$ cat src/rtl/cpu_pkg.sv
// Shared encodings for the fetch-side sequencer: pcWrite selector, FSM states and the
// default $v0 code that halts the core on SYSCALL.
package cpu_pkg;

    typedef enum logic [1:0] {
        PC_SEQ  = 2'b00,
        PC_BEQ  = 2'b01,
        PC_BNE  = 2'b10,
        PC_JUMP = 2'b11
    } pc_write_t;

    typedef enum logic {
        ST_RUN  = 1'b0,
        ST_HALT = 1'b1
    } state_t;

    localparam logic [31:0] HALT_CODE_DEFAULT = 32'd10;

endpackage

$ cat src/rtl/next_pc_logic.sv
// Combinational next-PC selection: syscall first, then branch/jump decode of pcWrite.
// Also reports which counters the current instruction should bump.
module next_pc_logic
    import cpu_pkg::*;
#(
    parameter int          ADDR_WIDTH = 32,
    parameter logic [31:0] HALT_CODE  = HALT_CODE_DEFAULT
) (
    input  logic [ADDR_WIDTH-1:0] pc,
    input  logic [1:0]            pcWrite,
    input  logic                  jump,
    input  logic                  syscall,
    input  logic [31:0]           syscallCode,
    input  logic                  aluEqual,
    input  logic [15:0]           branchOffset,
    input  logic [25:0]           jumpIndex,
    input  logic [ADDR_WIDTH-1:0] registerTarget,
    output logic [ADDR_WIDTH-1:0] pc_plus4,
    output logic [ADDR_WIDTH-1:0] next_pc,
    output logic                  halt_req,
    output logic                  show_req,
    output logic                  is_branch,
    output logic                  is_taken,
    output logic                  is_jump
);

    localparam logic [ADDR_WIDTH-1:0] FOUR       = ADDR_WIDTH'(4);
    localparam logic [ADDR_WIDTH-1:0] ALIGN_MASK = ~ADDR_WIDTH'(3);

    logic [ADDR_WIDTH-1:0] branch_target;
    logic [ADDR_WIDTH-1:0] jump_target;

    assign pc_plus4      = pc + FOUR;
    assign branch_target = pc_plus4 + {{(ADDR_WIDTH-18){branchOffset[15]}}, branchOffset, 2'b00};
    assign jump_target   = {pc_plus4[ADDR_WIDTH-1:28], jumpIndex, 2'b00};

    always_comb begin
        next_pc   = pc_plus4;
        halt_req  = 1'b0;
        show_req  = 1'b0;
        is_branch = 1'b0;
        is_taken  = 1'b0;
        is_jump   = 1'b0;
        if (syscall) begin
            // A halting syscall keeps pc so resume restarts right after it.
            if (syscallCode == HALT_CODE) begin
                halt_req = 1'b1;
                next_pc  = pc;
            end else begin
                show_req = 1'b1;
            end
        end else begin
            case (pcWrite)
                PC_BEQ: begin
                    is_branch = 1'b1;
                    is_taken  = aluEqual;
                end
                PC_BNE: begin
                    is_branch = 1'b1;
                    is_taken  = ~aluEqual;
                end
                PC_JUMP: begin
                    is_jump = 1'b1;
                    next_pc = jump ? jump_target : (registerTarget & ALIGN_MASK);
                end
                default: next_pc = pc_plus4;
            endcase
            if (is_taken) begin
                next_pc = branch_target;
            end
        end
    end

endmodule

$ cat src/rtl/pc_sequencer.sv
// Program counter, RUN/HALT state, syscall display register and performance counters
// for the single-cycle MIPS fetch path.
module pc_sequencer
    import cpu_pkg::*;
#(
    parameter int                    ADDR_WIDTH  = 32,
    parameter logic [ADDR_WIDTH-1:0] RESET_PC    = '0,
    parameter logic [31:0]           HALT_CODE   = HALT_CODE_DEFAULT,
    parameter int                    COUNT_WIDTH = 32
) (
    input  logic                   clk,
    input  logic                   rst,
    input  logic                   go,
    input  logic [1:0]             pcWrite,
    input  logic                   jump,
    input  logic                   syscall,
    input  logic                   aluEqual,
    input  logic [15:0]            branchOffset,
    input  logic [25:0]            jumpIndex,
    input  logic [ADDR_WIDTH-1:0]  registerTarget,
    input  logic [31:0]            syscallCode,
    input  logic [31:0]            syscallArg,
    output logic [ADDR_WIDTH-1:0]  pc,
    output logic [ADDR_WIDTH-1:0]  pcPlus4,
    output logic                   halted,
    output logic [31:0]            displayValue,
    output logic                   displayValid,
    output logic [COUNT_WIDTH-1:0] cycleCount,
    output logic [COUNT_WIDTH-1:0] jumpCount,
    output logic [COUNT_WIDTH-1:0] branchCount,
    output logic [COUNT_WIDTH-1:0] takenCount
);

    localparam logic [COUNT_WIDTH-1:0] ONE = COUNT_WIDTH'(1);

    state_t                 state_reg;
    logic                   halted_reg;
    logic [ADDR_WIDTH-1:0]  pc_reg;
    logic [31:0]            display_value_reg;
    logic                   display_valid_reg;
    logic [COUNT_WIDTH-1:0] cycle_count_reg;
    logic [COUNT_WIDTH-1:0] jump_count_reg;
    logic [COUNT_WIDTH-1:0] branch_count_reg;
    logic [COUNT_WIDTH-1:0] taken_count_reg;

    logic [ADDR_WIDTH-1:0]  pc_plus4;
    logic [ADDR_WIDTH-1:0]  next_pc;
    logic                   halt_req;
    logic                   show_req;
    logic                   is_branch;
    logic                   is_taken;
    logic                   is_jump;

    next_pc_logic #(
        .ADDR_WIDTH (ADDR_WIDTH),
        .HALT_CODE  (HALT_CODE)
    ) u_next_pc (
        .pc             (pc_reg),
        .pcWrite        (pcWrite),
        .jump           (jump),
        .syscall        (syscall),
        .syscallCode    (syscallCode),
        .aluEqual       (aluEqual),
        .branchOffset   (branchOffset),
        .jumpIndex      (jumpIndex),
        .registerTarget (registerTarget),
        .pc_plus4       (pc_plus4),
        .next_pc        (next_pc),
        .halt_req       (halt_req),
        .show_req       (show_req),
        .is_branch      (is_branch),
        .is_taken       (is_taken),
        .is_jump        (is_jump)
    );

    always_ff @(posedge clk) begin
        if (rst) begin
            state_reg         <= ST_RUN;
            halted_reg        <= 1'b0;
            pc_reg            <= RESET_PC;
            display_value_reg <= '0;
            display_valid_reg <= 1'b0;
            cycle_count_reg   <= '0;
            jump_count_reg    <= '0;
            branch_count_reg  <= '0;
            taken_count_reg   <= '0;
        end else begin
            display_valid_reg <= 1'b0;
            case (state_reg)
                ST_RUN: begin
                    pc_reg <= next_pc;
                    if (halt_req) begin
                        state_reg  <= ST_HALT;
                        halted_reg <= 1'b1;
                    end else begin
                        cycle_count_reg <= cycle_count_reg + ONE;
                    end
                    if (show_req) begin
                        display_value_reg <= syscallArg;
                        display_valid_reg <= 1'b1;
                    end
                    if (is_jump)   jump_count_reg   <= jump_count_reg + ONE;
                    if (is_branch) branch_count_reg <= branch_count_reg + ONE;
                    if (is_taken)  taken_count_reg  <= taken_count_reg + ONE;
                end
                ST_HALT: begin
                    if (go) begin
                        pc_reg     <= pc_plus4;
                        state_reg  <= ST_RUN;
                        halted_reg <= 1'b0;
                    end
                end
                default: begin
                    state_reg  <= ST_RUN;
                    halted_reg <= 1'b0;
                end
            endcase
        end
    end

    assign pc           = pc_reg;
    assign pcPlus4      = pc_plus4;
    assign halted       = halted_reg;
    assign displayValue = display_value_reg;
    assign displayValid = display_valid_reg;
    assign cycleCount   = cycle_count_reg;
    assign jumpCount    = jump_count_reg;
    assign branchCount  = branch_count_reg;
    assign takenCount   = taken_count_reg;

endmodule

$ cat config.mk
export PLATFORM = sky130hd
export DESIGN_NAME = pc_sequencer
export DESIGN_NICKNAME = d
export VERILOG_FILES = /design/src/rtl/cpu_pkg.sv /design/src/rtl/next_pc_logic.sv /design/src/rtl/pc_sequencer.sv
export SDC_FILE = /design/constraint.sdc
export NUM_CORES = 1
export LEC_CHECK = 0
export ABC_AREA = 1
export BUFFER_PORTS_ARGS = -buffer_cell sky130_fd_sc_hd__clkbuf_2
export CORE_ASPECT_RATIO = 1.75
export CORE_MARGIN = 2
export CORE_UTILIZATION = 58
export DETAILED_ROUTE_END_ITERATION = 6
export GPL_TIMING_DRIVEN = 0
export PLACE_DENSITY = 0.88
export SLEW_MARGIN = 20
export SYNTH_ARGS = -nofsm -noshare
export SYNTH_HDL_FRONTEND = slang
export SYNTH_SLANG_ARGS = --single-unit
$ cat constraint.sdc
create_clock -name clk -period 8.4 [get_ports clk]
set_clock_uncertainty 0.1 [all_clocks]
set_input_delay 1.26 -clock clk [delete_from_list [all_inputs] [get_ports clk]]
set_output_delay 1.26 -clock clk [all_outputs]
set_load 0.02 [all_outputs]
## After elaboration in Yosys (flattened, before gate mapping)

Index checks and enable logic that the tools add are counted.
W data, S select, Z words.

- Flip-flop bits (word level): 195
- Output and inout port bits: 226

- Muxes and demuxes: 25
- Equality and inequality tests: 7
- $add $sub $neg: 6
- Bitwise operators: 3
- Reduce and logical (&&, ||, !) cells: 9

Operator list:

| cell | number |
|---|---|
| $mux W32 | 6 |
| $add A32 B1 Y32 const B | 4 |
| $pmux W32 S2 | 1 |
| $add A32 B3 Y32 const B | 1 |
| $add A32 B32 Y32 | 1 |
| $eq A32 B4 Y1 const B | 1 |
| $mux W1 | 15 |
| $reduce_and A2 Y1 | 7 |
| $pmux W1 S2 | 3 |
| $eq A2 B2 Y1 const B | 2 |
| $ne A2 B2 Y1 const B | 2 |
| $reduce_or A2 Y1 | 2 |
| $ne A3 B3 Y1 const B | 1 |
| $not A1 Y1 | 3 |
| $eq A2 B1 Y1 const B | 1 |

## Depth between registers and ports, before layout

- Depth after elaboration: 6
- Gate-level depth with buffers: 24
- Gate-level depth less buffers: 24

## Hierarchy

From an unflattened synthesis, not the netlist that was laid out.

- Cells, all modules: 2313
- Area, all modules: 13832.0 um^2

Modules (own cells, without submodules):

| module | instances | cells an instance | sequential area each (um^2) | area each (um^2) |
|---|---|---|---|---|
| pc_sequencer | 1 | 1439 | 3903.7 | 9396.5 |
| next_pc_logic | 1 | 874 | 0.0 | 4435.5 |

## Worst setup path after synthesis

Ideal clock, no wire load.

- Path kind: reg-to-reg
- Start: register pc_reg[3], in the netlist pc[3]
- End: register pc_reg[31], in the netlist pc[31]
- Data arrival time: 3.020 ns
- Path slack: 5.168 ns
- Cell stages (with the launch flop): 20
- Setup time: 0.112 ns
- Data required time: 8.188 ns
- Buffers on the path: 0
- Path through: dfxtp_1 -> ha_1 -> nand2_1 -> nor2_1 -> nand2_1 -> nor2_1 -> xor2_1 -> ha_1 -> nand2_1 -> nand2_1 -> nand2_1 -> nand3_1 -> a21oi_1 -> nand2_1 -> a21oi_1 -> nand2_1 -> nand3_1 -> nand2_1 -> nand2_1 -> nand2_1

RTL lines:

| element | RTL line | RTL |
|---|---|---|
| from (decl) | pc_sequencer.sv:38 | `logic [ADDR_WIDTH-1:0] pc_reg;` |
| from (signal assigned) | pc_sequencer.sv:91 | `pc_reg <= next_pc;` |
| from (signal assigned) | pc_sequencer.sv:108 | `pc_reg <= pc_plus4;` |
| $add A32 B3 Y32 | next_pc_logic.sv:33 | `assign pc_plus4 = pc + FOUR;` |
| net pcPlus4[12] | pc_sequencer.sv:24 | `output logic [ADDR_WIDTH-1:0] pcPlus4,` |
| $add A32 B32 Y32 | next_pc_logic.sv:34 | `assign branch_target = pc_plus4 + {{(ADDR_WIDTH-18){branchOffset[15]}}, branchOffset, 2'b00};` |
| $mux W32 | next_pc_logic.sv:68 | `if (is_taken) begin` |
| $mux W32 | next_pc_logic.sv:44 | `if (syscall) begin` |
| $pmux W32 S2 | pc_sequencer.sv:89 | `case (state_reg)` |

The timed path passes the listed nets, and every way through them passes these cells. The select of a mux whose other input is x is not followed.
A chain may end at the register's enable or synchronous reset.

## Final worst setup path

- Start: register pc_reg[2], in the netlist pc[2]
- End: output port pcPlus4[12]

- Longest elaborated chain between the ends: 1

Ends and longest elaborated chain:

| element | RTL line |
|---|---|
| $add A32 B3 Y32 | next_pc_logic.sv:33 |
| to (decl) | pc_sequencer.sv:24 |

No other way between the ends.

==> impl_metrics.py <==
metrics = {
    "run_status": {
        "outcome": "complete, no violations",
    },
    "setup_path": {
        "reg2reg_to": "pc[31]",
        "setup.worst_path.start_class": "register",
        "crit_path_end_kind": "primary output",
        "worstSetupEndpoint": "pcPlus4[12]",
        "arrival_ps": 3530,
        "critical_path_required_ps": 7040,
        "reg2reg_from": "pc[2]",
        "reg2reg_depth": 19,
        "regToRegSetupSlack_ps": 3560,
        "startpoint": "pc[2]",
        "criticalPathCategory": "reg2out",
        "critPathMaxFanout": 5,
    },
    "job": {
        "maxCapViolCount": 0,
    },
    "placed_design": {
        "io_buffer_count": 363,
        "hpwl_um": 41000,
        "place.gp.congestion": 1.02,
    },
    "detailed_routing": {
        "ant_nets": 0,
        "topRoutingLayerUsed": "met4",
        "drt_first_iter_violations": 1274,
        "drc": 0,
        "dr.pass1.iters": 6,
        "wl_per_cell_um": 18.5,
        "vias_per_cell": 5.65,
        "wl_met3_um": 4510,
        "vias": 15900,
        "dr_wl_met2_um": 25100,
        "wl_um": 52000,
        "wl_met1_um": 17200,
    },
    "sta": {
        "fin_crit_ps": 4890,
        "tns_ps": 0,
        "worst_pin_slew_ps": 955,
        "rsz0062_at_grt": "false",
        "hold_viol_final": 0,
        "finalMaxSlewViolations": 0,
        "fmax_mhz": 204,
        "period_share": 0.582,
        "slew_headroom": 0.364,
        "setup_viol": 0,
    },
    "clock_tree": {
        "clock_path_buffers": 2,
        "cts_num_sinks": 193,
        "post_cts_buffers": 0,
        "cts_root_buf": "clkbuf_16",
        "worst_skew_pair.late_latency_ps": 460,
        "htreeDepth": 4,
        "clk_pin_slew_worst_paths_ps": 80,
        "cts_buffers": 17,
        "cts_tree": "done",
        "holdBufCountCts": 0,
        "cts_resized": 0,
    },
    "yosys": {
        "synth_edf_count": 0,
        "yosysMostFrequentCell": "nand2_1",
        "yosysUniqueCellTypes": 45,
        "netlist_area_um2": 13000,
        "yosys_warnings": 0,
        "ys_top_cells_by_area": "dfxtp_1, nand2_1, nor2_1",
        "synth_seq_cells": 193,
        "synth_top_area_frac": 0.298,
        "synth_top_area_cell": "dfxtp_1",
        "seq_area_frac_synth": 0.298,
        "synth_top_cells_by_count": "nand2_1, nor2_1, inv_1",
        "syn_area_per_cell_um2": 6.12,
        "async_flop_share": 0,
        "synth_flop_cell": "dfxtp_1",
        "syn_inst": 2118,
    },
    "power_and_ir_drop": {
        "peakVddDrop_mv": 0.190,
        "p_leak_nw": 7.37,
        "powerDensity_nw_per_um2": 150,
    },
    "floorplanning": {
        "coreArea_um2": 22000,
        "die_area_um2": 23600,
        "initial_utilization": 0.589,
        "row_count": 72,
        "die_w_um": 117,
        "die_h_um": 202,
        "ios": 372,
    },
    "global_route": {
        "grt_start_max_net_pins": 23,
        "grt-ovfl-total": 0,
        "grt_pass1_wl_um": 80000,
        "grt_pass1_vias": 15400,
        "gr-usage-all-layers": 0.445,
        "antenna_found_initial": 2,
    },
    "layout": {
        "n_fill_cell": 2024,
        "area_growth_syn_to_layout_pct": 21.7,
        "nets": 2693,
        "final_core_util": 0.717,
        "drive_gt1_frac": 0.169,
    },
    "worst_hold_path": {
        "min_path_type": "reg2reg",
    },
}
per-stage QoR:
step | power [W] | setup slack, ps | cells | instance area (um^2) | hold slack, ps
2_1_floorplan | 0.00133 | 5170 | 2121 | 13000 | 443
3_3_place_gp | 0.00150 | 4140 | 2780 | 15200 | 363
3_5_place_dp | 0.00152 | 4110 | 2780 | 15200 | 374
4_1_cts | 0.00235 | 3960 | 2812 | 15800 | 391
5_1_grt | 0.00245 | 3380 | 2812 | 15800 | 415
6_report | 0.00237 | 3510 | 2814 | 15800 | 387
area by class of cell:
| class | instances | area (um^2) | area share |
|---|---|---|---|
| multi-input cells | 1644 | 8010 | 0.508 |
| well taps | 296 | 370 | 0.0235 |
| diodes | 2 | 5.00 | 0.000317 |
| inverters | 229 | 861 | 0.0546 |
| clock inverters | 14 | 166 | 0.0106 |
| clock buffers | 18 | 439 | 0.0279 |
| plain buffers | 55 | 234 | 0.0148 |
| flip-flops and latches | 193 | 3860 | 0.245 |
| repair buffers | 363 | 1820 | 0.115 |
critical path, cell delays in order (launching register included):
cell and delay (ps):
dfxtp_1 430, ha_1 200, nand2_1 130, nor2_1 720, nand2_1 260, nor2_1 640
xor2_1 440, clkbuf_2 250
layer usage:
layer,GRT usage,vias to the layer above
li1,-,7638
met1,0.424,7206
met2,0.731,782
met3,0.158,283
met4,0.392,0
met5,0,-
power by group:
| group | internal [W] | switching (W) | total (W) | leakage, nW |
|---|---|---|---|---|
| Clock | 0.000434 | 0.000422 | 0.000856 | 0.297 |
| Sequential | 0.000944 | 0.0000358 | 0.000980 | 1.57 |
| Combinational | 0.000172 | 0.000360 | 0.000532 | 5.50 |
kinds of logic (layout without fill, tap and decap cells):
| group | Yosys count | after routing | share of synthesized area |
|---|---|---|---|
| compound gates | 295 | 295 | 0.122 |
| xor+xnor | 85 | 85 | 0.0575 |
| fa+ha+maj | 44 | 44 | 0.0431 |
| buf+inv | 284 | 679 | 0.0845 |
| flops | 193 | 193 | 0.298 |
| other cells | 1 | 6 | 0.000290 |
| simple gates | 1216 | 1216 | 0.395 |
layout by cell type, fill, tap and decap left out, drive strengths merged, types with 2 or more instances in the layout:
master / n
nand2: 616
clkbuf: 426
nor2: 318
inv: 231
dfxtp: 193
a21oi: 130
o21ai: 126
nand3: 122
nor3: 68
xor2: 54
nand4: 48
ha: 43
xnor2: 31
nor4: 18
clkinv: 11
buf: 10
nor3b: 8
o21bai: 7
a31oi: 6
o211ai: 6
or2: 5
a211oi: 5
o21a: 5
and2: 4
nand3b: 4
conb: 4
and3: 3
a21o: 3
o221ai: 3
diode: 2
or3: 2
a32oi: 2
worst min-delay path by stage:
stage | startpoint | endpoint | slack [ps] | cells past startpoint
global route | displayValue[30] | displayValue[30] | 410 | 2
CTS | displayValue[15] | displayValue[15] | 390 | 2
global placement | displayValue[9] | displayValue[9] | 360 | 2
finish | displayValue[21] | displayValue[21] | 390 | 2
floorplan | jumpCount[5] | jumpCount[5] | 440 | 2
detailed placement | displayValue[21] | displayValue[21] | 370 | 2
Note: power is estimated with default switching activity, not from simulation.
